`config.mk`:
```
export PLATFORM = sky130hd
export DESIGN_NAME = uart_ctrl
export DESIGN_NICKNAME = d
export VERILOG_FILES = /design/src/rtl/uart_ctrl.sv
export SDC_FILE = /design/constraint.sdc
export NUM_CORES = 1
export LEC_CHECK = 0
export ABC_AREA = 1
export CAP_MARGIN = 0
export CELL_PAD_IN_SITES_DETAIL_PLACEMENT = 0
export CELL_PAD_IN_SITES_GLOBAL_PLACEMENT = 2
export CORE_AREA = 4 4 166 168
export CTS_CLUSTER_SIZE = 16
export DETAILED_ROUTE_END_ITERATION = 8
export DIE_AREA = 0 0 170 172
export GPL_TIMING_DRIVEN = 0
export PLACE_DENSITY = 0.77
export SETUP_SLACK_MARGIN = 0.15
export SLEW_MARGIN = 20
export SYNTH_ARGS = -nofsm -noshare
export SYNTH_HDL_FRONTEND = slang
export SYNTH_SLANG_ARGS = --single-unit
```
`constraint.sdc`:
```
create_clock -name i_clk -period 2.4 [get_ports i_clk]
set_input_delay 0.24 -clock i_clk [delete_from_list [all_inputs] [get_ports i_clk]]
set_output_delay 0.24 -clock i_clk [all_outputs]
set_load 0.01 [all_outputs]
```
`src/rtl/uart_ctrl.sv`:
```
// uart_ctrl: 16x-oversampled full-duplex UART with RX/TX FIFOs, runtime parity,
// sticky error flags and a loopback mode that forwards received words to TX.
module uart_ctrl_fifo #(
    parameter int W     = 8,
    parameter int DEPTH = 8
) (
    input  logic         i_clk,
    input  logic         i_rst_n,
    input  logic         i_push,
    input  logic         i_pop,
    input  logic [W-1:0] i_wdata,
    output logic [W-1:0] o_rdata,
    output logic         o_full,
    output logic         o_empty
);
    localparam int AW = $clog2(DEPTH);
    logic [W-1:0] r_mem [DEPTH];
    logic [AW:0]  r_wptr, r_rptr;
    logic         w_rd, w_wr;
    assign o_empty = r_wptr == r_rptr;
    assign o_full  = (r_wptr[AW] != r_rptr[AW]) && (r_wptr[AW-1:0] == r_rptr[AW-1:0]);
    assign w_rd    = i_pop && !o_empty;
    assign w_wr    = i_push && (!o_full || w_rd);
    assign o_rdata = o_empty ? '0 : r_mem[r_rptr[AW-1:0]];
    always_ff @(posedge i_clk or negedge i_rst_n) begin
        if (!i_rst_n) begin
            r_wptr <= '0;
            r_rptr <= '0;
        end else begin
            if (w_wr) r_wptr <= r_wptr + (AW+1)'(1);
            if (w_rd) r_rptr <= r_rptr + (AW+1)'(1);
        end
    end
    always_ff @(posedge i_clk) if (w_wr) r_mem[r_wptr[AW-1:0]] <= i_wdata;
endmodule

module uart_ctrl #(
    parameter int CLK_FREQ   = 100_000_000,
    parameter int BAUD       = 9600,
    parameter int DATA_BITS  = 8,
    parameter int FIFO_DEPTH = 8
) (
    input  logic                 i_clk,
    input  logic                 i_rst_n,
    input  logic                 i_rx_in,
    output logic                 o_tx_out,
    input  logic [DATA_BITS-1:0] i_tx_wdata,
    input  logic                 i_tx_push,
    output logic                 o_tx_full,
    output logic [DATA_BITS-1:0] o_rx_rdata,
    input  logic                 i_rx_pop,
    output logic                 o_rx_empty,
    input  logic                 i_parity_en,
    input  logic                 i_parity_odd,
    input  logic                 i_loopback,
    input  logic                 i_err_clr,
    output logic                 o_frame_err,
    output logic                 o_parity_err,
    output logic                 o_overrun
);
    localparam int DIV = CLK_FREQ / (BAUD * 16);
    localparam int TW  = $clog2(DIV + 1);
    localparam int BW  = $clog2(DATA_BITS);
    typedef enum logic [2:0] {S_IDLE, S_START, S_DATA, S_PARITY, S_STOP} state_t;

    logic [TW-1:0]        r_tick_cnt;
    logic                 w_tick;
    logic                 r_rx_s1, r_rx_s2, r_rx_prev, w_rx_fall;
    state_t               r_rx_state, w_rx_next, r_tx_state, w_tx_next;
    logic [3:0]           r_rx_tcnt, r_tx_tcnt;
    logic [BW-1:0]        r_rx_bcnt, r_tx_bcnt;
    logic [DATA_BITS-1:0] r_rx_shift, r_tx_shift, w_tx_head, w_tx_wdata;
    logic                 r_rx_pen, r_rx_podd, r_rx_perr, r_tx_pen, r_tx_par;
    logic                 w_rx_hit, w_rx_stop, w_rx_word, w_rx_full, w_rx_pop;
    logic                 w_tx_hit, w_tx_pop, w_tx_push, w_tx_empty, w_tx_out, w_lb_move;
    logic                 w_frame_evt, w_par_evt, w_ovr_evt;
    logic                 r_frame_err, r_parity_err, r_overrun;

    assign w_tick = r_tick_cnt == TW'(DIV - 1);
    always_ff @(posedge i_clk or negedge i_rst_n) begin
        if (!i_rst_n) begin
            r_tick_cnt <= '0;
            r_rx_s1    <= 1'b1;
            r_rx_s2    <= 1'b1;
            r_rx_prev  <= 1'b1;
        end else begin
            r_tick_cnt <= w_tick ? '0 : r_tick_cnt + TW'(1);
            r_rx_s1    <= i_rx_in;
            r_rx_s2    <= r_rx_s1;
            r_rx_prev  <= r_rx_s2;
        end
    end

    // START samples mid-bit at tick 7; every later bit is 16 ticks on from there
    assign w_rx_fall = r_rx_prev && !r_rx_s2;
    assign w_rx_hit  = w_tick && (r_rx_tcnt == ((r_rx_state == S_START) ? 4'd7 : 4'd15));
    assign w_rx_stop = (r_rx_state == S_STOP) && w_rx_hit;
    assign w_rx_word = w_rx_stop && r_rx_s2;
    assign w_frame_evt = w_rx_stop && !r_rx_s2;
    assign w_par_evt   = w_rx_word && r_rx_perr;
    assign w_ovr_evt   = w_rx_word && w_rx_full && !w_rx_pop;

    always_comb begin
        w_rx_next = r_rx_state;
        case (r_rx_state)
            S_IDLE:   if (w_rx_fall) w_rx_next = S_START;
            S_START:  if (w_rx_hit) w_rx_next = r_rx_s2 ? S_IDLE : S_DATA;
            S_DATA:   if (w_rx_hit && r_rx_bcnt == BW'(DATA_BITS - 1)) w_rx_next = r_rx_pen ? S_PARITY : S_STOP;
            S_PARITY: if (w_rx_hit) w_rx_next = S_STOP;
            S_STOP:   if (w_rx_hit) w_rx_next = S_IDLE;
            default:  w_rx_next = S_IDLE;
        endcase
    end

    always_ff @(posedge i_clk or negedge i_rst_n) begin
        if (!i_rst_n) begin
            r_rx_state <= S_IDLE;
            r_rx_tcnt  <= '0;
            r_rx_bcnt  <= '0;
            r_rx_shift <= '0;
            r_rx_pen   <= 1'b0;
            r_rx_podd  <= 1'b0;
            r_rx_perr  <= 1'b0;
        end else begin
            r_rx_state <= w_rx_next;
            r_rx_tcnt  <= (r_rx_state == S_IDLE || w_rx_hit) ? 4'd0 : r_rx_tcnt + {3'd0, w_tick};
            if (r_rx_state == S_IDLE && w_rx_fall) begin
                r_rx_pen  <= i_parity_en;
                r_rx_podd <= i_parity_odd;
                r_rx_perr <= 1'b0;
            end
            if (r_rx_state == S_START) r_rx_bcnt <= '0;
            if (r_rx_state == S_DATA && w_rx_hit) begin
                r_rx_bcnt  <= r_rx_bcnt + BW'(1);
                r_rx_shift <= {r_rx_s2, r_rx_shift[DATA_BITS-1:1]};
            end
            if (r_rx_state == S_PARITY && w_rx_hit) r_rx_perr <= r_rx_s2 ^ (^r_rx_shift) ^ r_rx_podd;
        end
    end

    assign w_tx_hit = w_tick && (r_tx_tcnt == 4'd15);
    assign w_tx_pop = !w_tx_empty && w_tick && (r_tx_state == S_IDLE || (r_tx_state == S_STOP && r_tx_tcnt == 4'd15));
    assign o_tx_out = w_tx_out;

    always_comb begin
        w_tx_next = r_tx_state;
        w_tx_out  = 1'b1;
        case (r_tx_state)
            S_IDLE:   if (w_tx_pop) w_tx_next = S_START;
            S_START: begin
                w_tx_out = 1'b0;
                if (w_tx_hit) w_tx_next = S_DATA;
            end
            S_DATA: begin
                w_tx_out = r_tx_shift[0];
                if (w_tx_hit && r_tx_bcnt == BW'(DATA_BITS - 1)) w_tx_next = r_tx_pen ? S_PARITY : S_STOP;
            end
            S_PARITY: begin
                w_tx_out = r_tx_par;
                if (w_tx_hit) w_tx_next = S_STOP;
            end
            S_STOP:   if (w_tx_hit) w_tx_next = w_tx_pop ? S_START : S_IDLE;
            default:  w_tx_next = S_IDLE;
        endcase
    end

    always_ff @(posedge i_clk or negedge i_rst_n) begin
        if (!i_rst_n) begin
            r_tx_state <= S_IDLE;
            r_tx_tcnt  <= '0;
            r_tx_bcnt  <= '0;
            r_tx_shift <= '0;
            r_tx_pen   <= 1'b0;
            r_tx_par   <= 1'b0;
        end else begin
            r_tx_state <= w_tx_next;
            r_tx_tcnt  <= (r_tx_state == S_IDLE || w_tx_hit) ? 4'd0 : r_tx_tcnt + {3'd0, w_tick};
            if (w_tx_pop) begin
                r_tx_shift <= w_tx_head;
                r_tx_bcnt  <= '0;
                r_tx_pen   <= i_parity_en;
                r_tx_par   <= (^w_tx_head) ^ i_parity_odd;
            end else if (r_tx_state == S_DATA && w_tx_hit) begin
                r_tx_shift <= r_tx_shift >> 1;
                r_tx_bcnt  <= r_tx_bcnt + BW'(1);
            end
        end
    end

    assign w_lb_move  = i_loopback && !o_rx_empty && !o_tx_full;
    assign w_rx_pop   = i_loopback ? w_lb_move : i_rx_pop;
    assign w_tx_push  = i_loopback ? w_lb_move : i_tx_push;
    assign w_tx_wdata = i_loopback ? o_rx_rdata : i_tx_wdata;

    uart_ctrl_fifo #(.W(DATA_BITS), .DEPTH(FIFO_DEPTH)) u_rx_fifo (
        .i_clk(i_clk), .i_rst_n(i_rst_n), .i_push(w_rx_word), .i_pop(w_rx_pop),
        .i_wdata(r_rx_shift), .o_rdata(o_rx_rdata), .o_full(w_rx_full), .o_empty(o_rx_empty)
    );
    uart_ctrl_fifo #(.W(DATA_BITS), .DEPTH(FIFO_DEPTH)) u_tx_fifo (
        .i_clk(i_clk), .i_rst_n(i_rst_n), .i_push(w_tx_push), .i_pop(w_tx_pop),
        .i_wdata(w_tx_wdata), .o_rdata(w_tx_head), .o_full(o_tx_full), .o_empty(w_tx_empty)
    );

    always_ff @(posedge i_clk or negedge i_rst_n) begin
        if (!i_rst_n) begin
            r_frame_err  <= 1'b0;
            r_parity_err <= 1'b0;
            r_overrun    <= 1'b0;
        end else begin
            r_frame_err  <= w_frame_evt | (r_frame_err & ~i_err_clr);
            r_parity_err <= w_par_evt | (r_parity_err & ~i_err_clr);
            r_overrun    <= w_ovr_evt | (r_overrun & ~i_err_clr);
        end
    end
    assign o_frame_err  = r_frame_err;
    assign o_parity_err = r_parity_err;
    assign o_overrun    = r_overrun;
endmodule

```
==> summary.txt, run 1 <==
Global routing
  • Total track usage: 16.2%
  • Global-route wire length before repair: 37100 µm
  • Vias in the first global route: 6531
  • Total congestion overflow: 0
  • Initial antenna violation count: 0
  • Largest net degree at the start of global routing: 54

STA
  • Tcrit/Tclk final: 109%
  • Fin. Hold Viols: 0
  • Slew @ Worst Pin: 0.848 ns
  • Post-layout minimum cycle time: 2.61 ns
  • Final Worst Setup Slack: -0.215 ns
  • RSZ-0062 raised after global routing: true
  • Worst rel slew slack: 43.5%
  • Fmax achieved: 382 MHz
  • Final setup violation count: 72
  • Layout Skew: 0.0129 ns
  • Setup_tns: -7.34 ns
  • Slew Limit Fails: 0

Power and ir drop
  • Clk pwr share: 28.1%
  • Sequential Power Share: 35.6%
  • Leakage power: 5.19 nW
  • Sw Share: 33.9%
  • Worst VDD drop: 0.000693 V
  • Power Density: 1030 nW/µm²
  • Cell-internal power: 8.14 mW
  • Switch Pwr: 4.17 mW
  • Combinational power share: 36.3%

Final layout
  • Area growth syn-to-layout: 28.3%
  • Fill cells: 2397
  • Most frequent cells in the layout: nand2_1, edfxtp_1, nor2_1
  • Diodes inserted: 0
  • Final #Nets: 1071
  • Most common cell after layout, fill and taps aside: nand2_1
  • Final non-filler cell area: 12000 µm²
  • Share of layout cells above drive strength 1: 21.9%
  • Finished Core Util: 46.1%

Status
  • Failing checks: setup timing
  • Status: finished, violations left

Logic synthesis
  • Post-synth net total: 958
  • Synth Cell Area: 9320 µm²
  • Mapped Cells: 927
  • Seq cells post-synth: 201
  • Synth warnings: 0
  • Synth async-reset ratio: 36.3%
  • Avg Synthesized Cell Area: 10.0 µm²
  • Predominant post-synthesis flop cell: edfxtp_1
  • Distinct cells, synth: 51
  • Post-synth EDFFs: 128
  • Post-synthesis sequential area ratio: 60.9%

Clocking
  • CTS Buf Count: 22
  • Clk buf depth: 3
  • Clock root cell: clkbuf_16
  • CTS tree: done
  • CTS clock-pin slew for the worst setup and hold paths: 0.06 ns
  • Clk sink count: 201
  • Clock Latency Late Sink: 0.51 ns
  • H-tree depth: 1

Drt
  • WL/cell: 16.9 µm
  • Vias per cell: 4.70
  • Antenna-violating nets left: 0
  • Residual DRC: 0
  • Pre-Repair DR Iteration Count: 5
  • DRT Wirelength: 23500 µm
  • Via count: 6541
  • 1st-iter DRT viols: 350

Floorplanning
  • DIE AREA: 29200 µm²
  • Row Count: 59
  • # IOs: 31
  • Die height: 172 µm
  • Die width: 170 µm
  • CORE AREA: 25900 µm²
  • Initial core utilization: 36.0%

Placement
  • Hpwl dp: 15500 µm
  • Port bufs: 30
  • Worst slack, placed: -0.678 ns
  • Final GP Congestion: 0.792
  • Post-DP Area: 10100 µm²

Critical path
  • Max incr delay on CP: 0.39 ns
  • Critical Path AT: 2.37 ns
  • Crit path launch: u_rx_fifo.r_rptr[1]
  • WS Path Type: flop to output pin
  • Critical path capture point type: output pin
  • Origin of the critical flop-to-flop path: u_rx_fifo.r_rptr[0]
  • Most used cell, CP: buf_6
  • CP Data Required Time: 2.16 ns
  • Slowest CP cell: dfrtp_1
  • Crit path launch type: flop
  • Crit-path max FO: 7
  • Worst path cell trace: buf_6 -> xor2_2 -> nor2_2 -> nand2_2 -> nor2_4 -> clkinvlp_4 -> buf_4 -> o21ai_4 -> a31oi_4 -> buf_6

Min path
  • Min-Delay Path Class: primary input to flop
  • Hold Path Origin: i_rx_in

Flow run
  • Max-cap violations: 0
-- final cells by class --
| class | count | area [µm²] | area share (%) |
|---|---|---|---|
| Tap cell | 335 | 419 | 3.51 |
| Multi-Input combinational cell | 597 | 3540 | 29.6 |
| Timing Repair Buffer | 89 | 970 | 8.11 |
| Clock inverter | 12 | 149 | 1.25 |
| Clock buffer | 28 | 593 | 4.96 |
| Inverter | 102 | 413 | 3.45 |
| Buffer | 27 | 194 | 1.62 |
| Sequential cell | 201 | 5680 | 47.5 |
-- cells by family after synthesis --
| family | Yosys count | synth area share, % |
|---|---|---|
| buffers and inverters | 129 | 5.83 |
| xor gates and xnor gates | 32 | 3.17 |
| DFF | 201 | 60.9 |
| adders and majority gates | 14 | 1.88 |
| muxes | 7 | 0.846 |
| AOI/OAI and AO/OA | 121 | 7.60 |
| and+or+nand+nor | 423 | 19.8 |
-- power groups by stage --
stage | clock network [mW] | registers, mW | logic [mW]
finish | 3.46 | 4.38 | 4.47
global route | 3.68 | 4.41 | 4.90
CTS | 3.55 | 4.38 | 3.90
detailed placement | 0 | 4.45 | 3.10
global placement | 0 | 4.45 | 3.07
floorplan | 0 | 4.40 | 1.97
-- critical path, delay by kind of cell, from the launching register on --
| kind | cells | cell delay (ns) |
|---|---|---|
| AO/OA/AOI/OAI | 2 | 0.12 |
| XOR/XNOR | 1 | 0.16 |
| buffers and inverters | 4 | 0.77 |
| flip-flops | 1 | 0.39 |
| AND/OR/NAND/NOR | 3 | 0.40 |
-- metal layers --
metal	vias to the layer above	GRT usage [%]	wire [µm]
met5	-	0	0
met4	0	3.72	376
met3	23	1.90	628
met2	84	29.2	12200
met1	3117	21.1	10300
li1	3317	-	-
-- registers in the layout, summed over array words and instances (netlist names), 3 cells and up --
register / flops
r_rx_bcnt: 3
r_tx_bcnt: 3
r_rx_shift: 8
u_rx_fifo.r_wptr: 4
r_tx_shift: 8
u_rx_fifo.r_rptr: 4
r_rx_tcnt: 4
u_tx_fifo.r_mem: 64
r_tx_tcnt: 4
u_rx_fifo.r_mem: 64
r_rx_state: 3
r_tick_cnt: 10
u_tx_fifo.r_wptr: 4
r_tx_state: 3
u_tx_fifo.r_rptr: 4
-- repair_timing --
action / in CTS / in global routing
pin swaps: 23 / 27
hold buffers: 1 / 0
buffers inserted: 38 / 19
gates resized for setup: 134 / 57
setup endpoints to repair: 196 / 222
endpoints found under the hold margin: 50 / 0
-- stage by stage --
stage | std cells | total power, mW | hold slack [ns]
5_1_grt | 1391 | 13.0 | 0.117
6_report | 1391 | 12.3 | 0.134
3_3_place_gp | 1292 | 7.51 | 0.346
2_1_floorplan | 927 | 6.38 | -0.0556
4_1_cts | 1372 | 11.8 | 0.104
3_5_place_dp | 1293 | 7.55 | 0.164
-- synth_stat cells, types with 5 or more instances --
library cell / count / area [µm²]
o21ai_0: 72 / 360
inv_1: 91 / 342
dfrtp_1: 70 / 1750
xnor2_1: 8 / 70.1
clkbuf_1: 11 / 41.3
nand2_1: 191 / 717
a31oi_1: 9 / 56.3
nor2_1: 135 / 507
a21oi_1: 10 / 50.1
o221ai_1: 5 / 43.8
nand4_1: 5 / 31.3
nand3_1: 61 / 305
buf_2: 8 / 40.0
mux2_1: 7 / 78.8
o22ai_1: 10 / 62.6
ha_1: 14 / 175
edfxtp_1: 128 / 3840
xor2_1: 22 / 193
inv_2: 9 / 33.8
o21ai_1: 5 / 25.0
nand2_2: 5 / 31.3
-- path summary, 6_finish.rpt --
| path | to | slack, ns | cells past startpoint |
|---|---|---|---|
| max | o_rx_rdata[0] | -0.21 | 10 |
| min reg2reg | r_rx_s2 | 0.36 | 0 |
| min in group asynchronous | r_tx_shift[1] | 0.18 | 2 |
| max in group asynchronous | r_rx_prev | 1.59 | 3 |
| max reg2reg | u_rx_fifo.r_mem[5][3] | -0.13 | 12 |
| min | r_rx_s1 | 0.13 | 1 |
(Power assumes the default switching activity.)
==> inputs of run 2 (changes only) <==
--- a/config.mk
+++ b/config.mk
@@ -20,3 +20,4 @@
 export SYNTH_ARGS = -nofsm -noshare
 export SYNTH_HDL_FRONTEND = slang
 export SYNTH_SLANG_ARGS = --single-unit
+export TNS_END_PERCENT = 10
==> run 2 against run 1 <==
  * The flow still finishes with violations (setup timing)
  * Non-clock buffer count down 15
  * Final area down 2.6%
  * Worst setup slack about the same
  * First-iteration DRC count up 10%
  * Sequential cell count unchanged
  * Clock-buffer cell count unchanged
  * Critical path depth unchanged
  * Register-to-register slack worse by 0.02 ns
  * Sequential power about the same
  * Sequential share of layout area up 1.3 points
  * Global-route usage down 0.25 points
==> summary.txt, run 2 (synthesis gave the netlist of run 1 again) <==
Status
  • Status: finished, violations left
  • Failing checks: setup timing

Placement
  • Hpwl dp: 15500 µm
  • Post-DP Area: 10100 µm²
  • Final GP Congestion: 0.792
  • Port bufs: 30

Clocking
  • Clock Latency Late Sink: 0.51 ns
  • Clk sink count: 201
  • Clk buf depth: 3
  • CTS tree: done
  • Clock root cell: clkbuf_16
  • H-tree depth: 1
  • CTS clock-pin slew for the worst setup and hold paths: 0.06 ns
  • CTS Buf Count: 22

Floorplanning
  • Die width: 170 µm
  • # IOs: 31
  • Initial core utilization: 36.0%
  • DIE AREA: 29200 µm²
  • Row Count: 59
  • Die height: 172 µm
  • CORE AREA: 25900 µm²

Drt
  • Vias per cell: 4.70
  • 1st-iter DRT viols: 385
  • Antenna-violating nets left: 0
  • Pre-Repair DR Iteration Count: 5
  • Via count: 6466
  • DRT Wirelength: 23100 µm
  • Residual DRC: 0
  • WL/cell: 16.8 µm

STA
  • Post-layout minimum cycle time: 2.61 ns
  • Final setup violation count: 97
  • Hold_ws: 0.133 ns
  • Tcrit/Tclk final: 109%
  • Layout Skew: 0.0164 ns
  • Worst rel slew slack: 59.2%
  • Slew @ Worst Pin: 0.612 ns
  • Fin. Hold Viols: 0
  • Slew Limit Fails: 0
  • RSZ-0062 raised after global routing: true
  • Final Worst Setup Slack: -0.215 ns
  • Fmax achieved: 382 MHz

Critical path
  • Crit path launch type: flop
  • CP Data Required Time: 2.16 ns
  • WS Path Type: flop to output pin
  • Reg2Reg Depth: 12
  • Critical Path AT: 2.37 ns
  • Crit-path max FO: 7
  • Critical path capture point type: output pin

Min path
  • Min-Delay Path Class: primary input to flop
  • Worst Hold Depth: 1

Final layout
  • Most frequent cells in the layout: nand2_1, edfxtp_1, nor2_1
  • Final #Nets: 1056
  • Area growth syn-to-layout: 24.9%
  • Most common cell after layout, fill and taps aside: nand2_1
  • Final non-filler cell area: 11600 µm²
  • Share of layout cells above drive strength 1: 20.4%
  • Diodes inserted: 0

Global routing
  • Total congestion overflow: 0
  • Vias in the first global route: 6451
  • Total track usage: 15.9%
  • Initial antenna violation count: 0
  • Global-route wire length before repair: 36500 µm
  • Largest net degree at the start of global routing: 54

Flow run
  • Max-cap violations: 0

Power and ir drop
  • Leakage power: 5.07 nW
  • Worst VDD drop: 0.000693 V
  • Power Density: 1030 nW/µm²
[run 2: changes by cell type in the layout (fill, tap and decap cells not counted), sizes merged]
cell	previous run	this run
buf	85	70
[run 2: repair_timing]
action,in CTS,in global routing
hold buffers,1,0
buffers inserted,25,17
pin swaps,15,16
endpoints found under the setup margin,196,220
hold endpoints to repair,50,0
gates resized for setup,129,38
[run 2: path summary, 6_finish.rpt]
path	startpoint	endpoint	slack (ns)
setup / recovery	u_rx_fifo.r_rptr[1]	o_rx_rdata[4]	-0.21
hold / removal	i_rx_in	r_rx_s1	0.13
setup reg to reg	u_rx_fifo.r_rptr[1]	u_rx_fifo.r_mem[6][3]	-0.15
hold reg to reg	r_rx_s1	r_rx_s2	0.36
max in group asynchronous	i_rst_n	r_rx_prev	1.59
min in group asynchronous	i_rst_n	u_tx_fifo.r_wptr[2]	0.19
[run 2: worst max-delay path: stages, from the launching register on]
cell and delay, ns:
dfrtp_1 0.39, buf_6 0.14, xor2_2 0.16, nor2_2 0.15
nand2_2 0.09, nor2_4 0.16, clkinvlp_4 0.26, buf_6 0.20
o21ai_4 0.07, a31oi_4 0.07, buf_6 0.16
[run 2: final cells by class]
| cell class | count | area [µm²] |
|---|---|---|
| Inverter | 102 | 408 |
| Clock inverter | 12 | 149 |
| Multi-Input combinational cell | 597 | 3480 |
| Timing Repair Buffer | 74 | 721 |
| Sequential cell | 201 | 5680 |
| Fill cell | 2447 | 14300 |
| Clock buffer | 28 | 593 |
| Tap cell | 335 | 419 |
| Buffer | 27 | 193 |
[run 2: stage by stage]
step	worst slack, ns	cells	util, %	power, mW	TNS [ns]
6_report	-0.215	1376	44.9	12.0	-10.94
5_1_grt	-0.307	1376	44.9	12.7	-25.75
4_1_cts	-0.254	1359	43.7	11.7	-9.14
3_5_place_dp	-0.678	1293	38.8	7.55	-77.36
3_3_place_gp	-1.75	1292	38.7	7.51	-200.43
2_1_floorplan	0.0358	927	-	6.38	0
[run 2: where the power goes]
part | leakage (nW) | total (mW) | internal, mW | switching, mW
logic | 2.42 | 4.13 | 1.64 | 2.49
registers | 2.29 | 4.39 | 4.21 | 0.179
clock network | 0.367 | 3.45 | 2.08 | 1.37
[run 2: routing by layer]
layer / wire (µm) / vias to the layer above / GRT usage (%)
met5: 0 / - / 0
met4: 413 / 0 / 3.85
met3: 614 / 26 / 1.90
met2: 11800 / 68 / 28.3
met1: 10300 / 3080 / 21.0
li1: - / 3292 / -
==> inputs of run 3 (changes only) <==
--- a/config.mk
+++ b/config.mk
@@ -9,12 +9,12 @@
 export CAP_MARGIN = 0
 export CELL_PAD_IN_SITES_DETAIL_PLACEMENT = 0
 export CELL_PAD_IN_SITES_GLOBAL_PLACEMENT = 2
-export CORE_AREA = 4 4 166 168
+export CORE_AREA = 4 4 182 184
 export CTS_CLUSTER_SIZE = 16
 export DETAILED_ROUTE_END_ITERATION = 8
-export DIE_AREA = 0 0 170 172
-export GPL_TIMING_DRIVEN = 0
-export PLACE_DENSITY = 0.77
+export DIE_AREA = 0 0 186 188
+export GPL_TIMING_DRIVEN = 1
+export PLACE_DENSITY = 0.67
 export SETUP_SLACK_MARGIN = 0.15
 export SLEW_MARGIN = 20
 export SYNTH_ARGS = -nofsm -noshare
==> run 3 against run 2 <==
  * The run now ends clean
  * Final cell count rose by 5.6%
  * Register-to-register slack improved by 0.32 ns
  * Sequential power barely moved
  * Largest power group unchanged
==> summary.txt, run 3 (synthesis gave the netlist of run 1 again) <==
Clocking
  • CTS Buf Count: 23
  • Clock root cell: clkbuf_16
  • CTS tree: done
  • CTS clock-pin slew for the worst setup and hold paths: 0.06 ns
  • Clk buf depth: 3
  • H-tree depth: 1
  • Clk sink count: 201
  • Clock Latency Late Sink: 0.53 ns

Drt
  • Residual DRC: 0
  • Antenna-violating nets left: 0
  • Met1 WL: 10300 µm
  • Vias per cell: 4.45
  • 1st-iter DRT viols: 282
  • Uppermost layer routed: met4
  • Via count: 6460
  • DRT Wirelength: 22900 µm
  • Met2 Routed Length: 11500 µm
  • WL/cell: 15.8 µm
  • Met3 WL post-DR: 740 µm
  • Pre-Repair DR Iteration Count: 4

Final layout
  • Final #Nets: 1065
  • Most frequent cells in the layout: nand2_1, edfxtp_1, nor2_1
  • Footprint of the multi-input gates: 3370 µm²
  • Fill cells: 3096
  • Share of layout cells above drive strength 1: 20.2%
  • Finished Core Util: 37.3%
  • Diodes inserted: 0
  • Reg area: 5680 µm²
  • Most common cell after layout, fill and taps aside: nand2_1
  • Area growth syn-to-layout: 25.8%

Floorplanning
  • Die height: 188 µm
  • Row Count: 65
  • Die width: 186 µm
  • CORE AREA: 31400 µm²
  • Initial core utilization: 29.7%
  • DIE AREA: 35000 µm²
  • # IOs: 31

STA
  • Fmax achieved: 428 MHz
  • Setup_tns: 0 ns
  • Slew Limit Fails: 0
  • Layout Skew: 0.0161 ns
  • Worst rel slew slack: 57.5%
  • Final setup violation count: 0
  • Slew @ Worst Pin: 0.637 ns
  • RSZ-0062 raised after global routing: true
  • Post-layout minimum cycle time: 2.33 ns
  • Tcrit/Tclk final: 97.3%
  • Fin. Hold Viols: 0

Power and ir drop
  • Final Power: 11.7 mW
  • Switch Pwr: 3.86 mW
  • Combinational power share: 34.3%
  • Sequential Power Share: 37.5%
  • Power Density: 998 nW/µm²
  • Worst VDD drop: 0.000553 V
  • Cell-internal power: 7.83 mW
  • Leakage power: 5.14 nW
  • Clk pwr share: 28.2%
  • Sw Share: 33.0%

Critical path
  • Max incr delay on CP: 0.37 ns
  • Crit path launch type: flop
  • WS Path Type: flop to output pin
  • Critical Path AT: 2.09 ns
  • Critical path capture point type: output pin
  • Slowest CP cell: dfrtp_1
  • Crit-path max FO: 7
  • Worst path cell trace: buf_6 -> clkinvlp_4 -> buf_12 -> buf_16 -> buf_4 -> o21ai_4 -> a31oi_2 -> buf_2
  • Reg2Reg Depth: 9
  • CP Data Required Time: 2.16 ns

Placement
  • Hpwl dp: 15400 µm
  • Final GP Congestion: 0.714
  • Port bufs: 30

Global routing
  • Global-route wire length before repair: 36700 µm
  • Vias in the first global route: 6650
  • Initial antenna violation count: 0
  • Total congestion overflow: 0
  • Largest net degree at the start of global routing: 41
  • Total track usage: 13.3%

Min path
  • Worst Hold Depth: 1
  • Min-Delay Path Class: primary input to flop

Flow run
  • Max-cap violations: 0

Status
  • Status: complete, no violations
run 3: cell count changes in the layout (fill, tap and decap cells not counted), moves of 6 or more:
cell,delta
o21ai_1,+22
o22ai_1,-6
o21ai_2,+6
nand2_1,+9
o21ai_0,-24
clkbuf_2,-6
o22ai_2,+6
nand2_4,-7
clkinv_1,+6
buf_4,+16
run 3: per-stage QoR:
step           instances  worst slack [ns]  area (µm²)  hold slack [ns]
5_1_grt             1453           -0.0281       11700            0.108
3_5_place_dp        1383           -0.0591       10400            0.257
3_3_place_gp        1383           -0.0464       10400            0.257
4_1_cts             1444           0.00629       11400            0.104
2_1_floorplan        927            0.0358        9320          -0.0556
6_report            1453            0.0651       11700            0.131
run 3: final cells by class:
cell class,instances,share of cell area (%)
Clock inverter,10,0.705
Timing Repair Buffer,109,9.04
Sequential cell,201,48.5
Clock buffer,32,5.29
Multi-Input combinational cell,597,28.8
Tap cell,402,4.29
Inverter,102,3.44
run 3: final timing paths:
| path | startpoint | to | slack (ns) |
|---|---|---|---|
| min in group asynchronous | i_rst_n | r_tx_par | 0.24 |
| worst min-delay path | i_rx_in | r_rx_s1 | 0.13 |
| max in group asynchronous | i_rst_n | r_rx_prev | 1.50 |
| worst max-delay path | u_rx_fifo.r_rptr[0] | o_rx_rdata[0] | 0.07 |
| worst min register to register | r_rx_s1 | r_rx_s2 | 0.36 |
| worst max register to register | u_rx_fifo.r_wptr[3] | u_rx_fifo.r_mem[2][5] | 0.17 |
run 3: layer usage:
layer,global-route usage [%],vias to the layer above
li1,-,3303
met1,17.3,3062
met2,23.2,66
met3,2.13,29
met4,3.08,0
met5,0,-
run 3: power by group through the flow:
stage | clock network [mW] | logic (mW) | registers [mW]
2_1_floorplan | 0 | 1.97 | 4.40
3_3_place_gp | 0 | 3.32 | 4.43
4_1_cts | 3.42 | 3.89 | 4.37
6_report | 3.30 | 4.01 | 4.38
3_5_place_dp | 0 | 3.32 | 4.43
5_1_grt | 3.56 | 4.47 | 4.41
run 3: critical path, delay by kind of cell (launching register included):
kind	cells	cell delay, ns
AO/OA/AOI/OAI	2	0.29
buffers and inverters	6	0.90
flip-flops	1	0.37
run 3: timing repair:
action                                  in CTS  in global routing
hold buffers                                 1                  0
resized for setup                          111                 54
pin swaps                                   27                 24
endpoints found under the setup margin      83                154
hold endpoints to repair                    34                  0
gates cloned                                 2                  0
buffers inserted                            16                  9
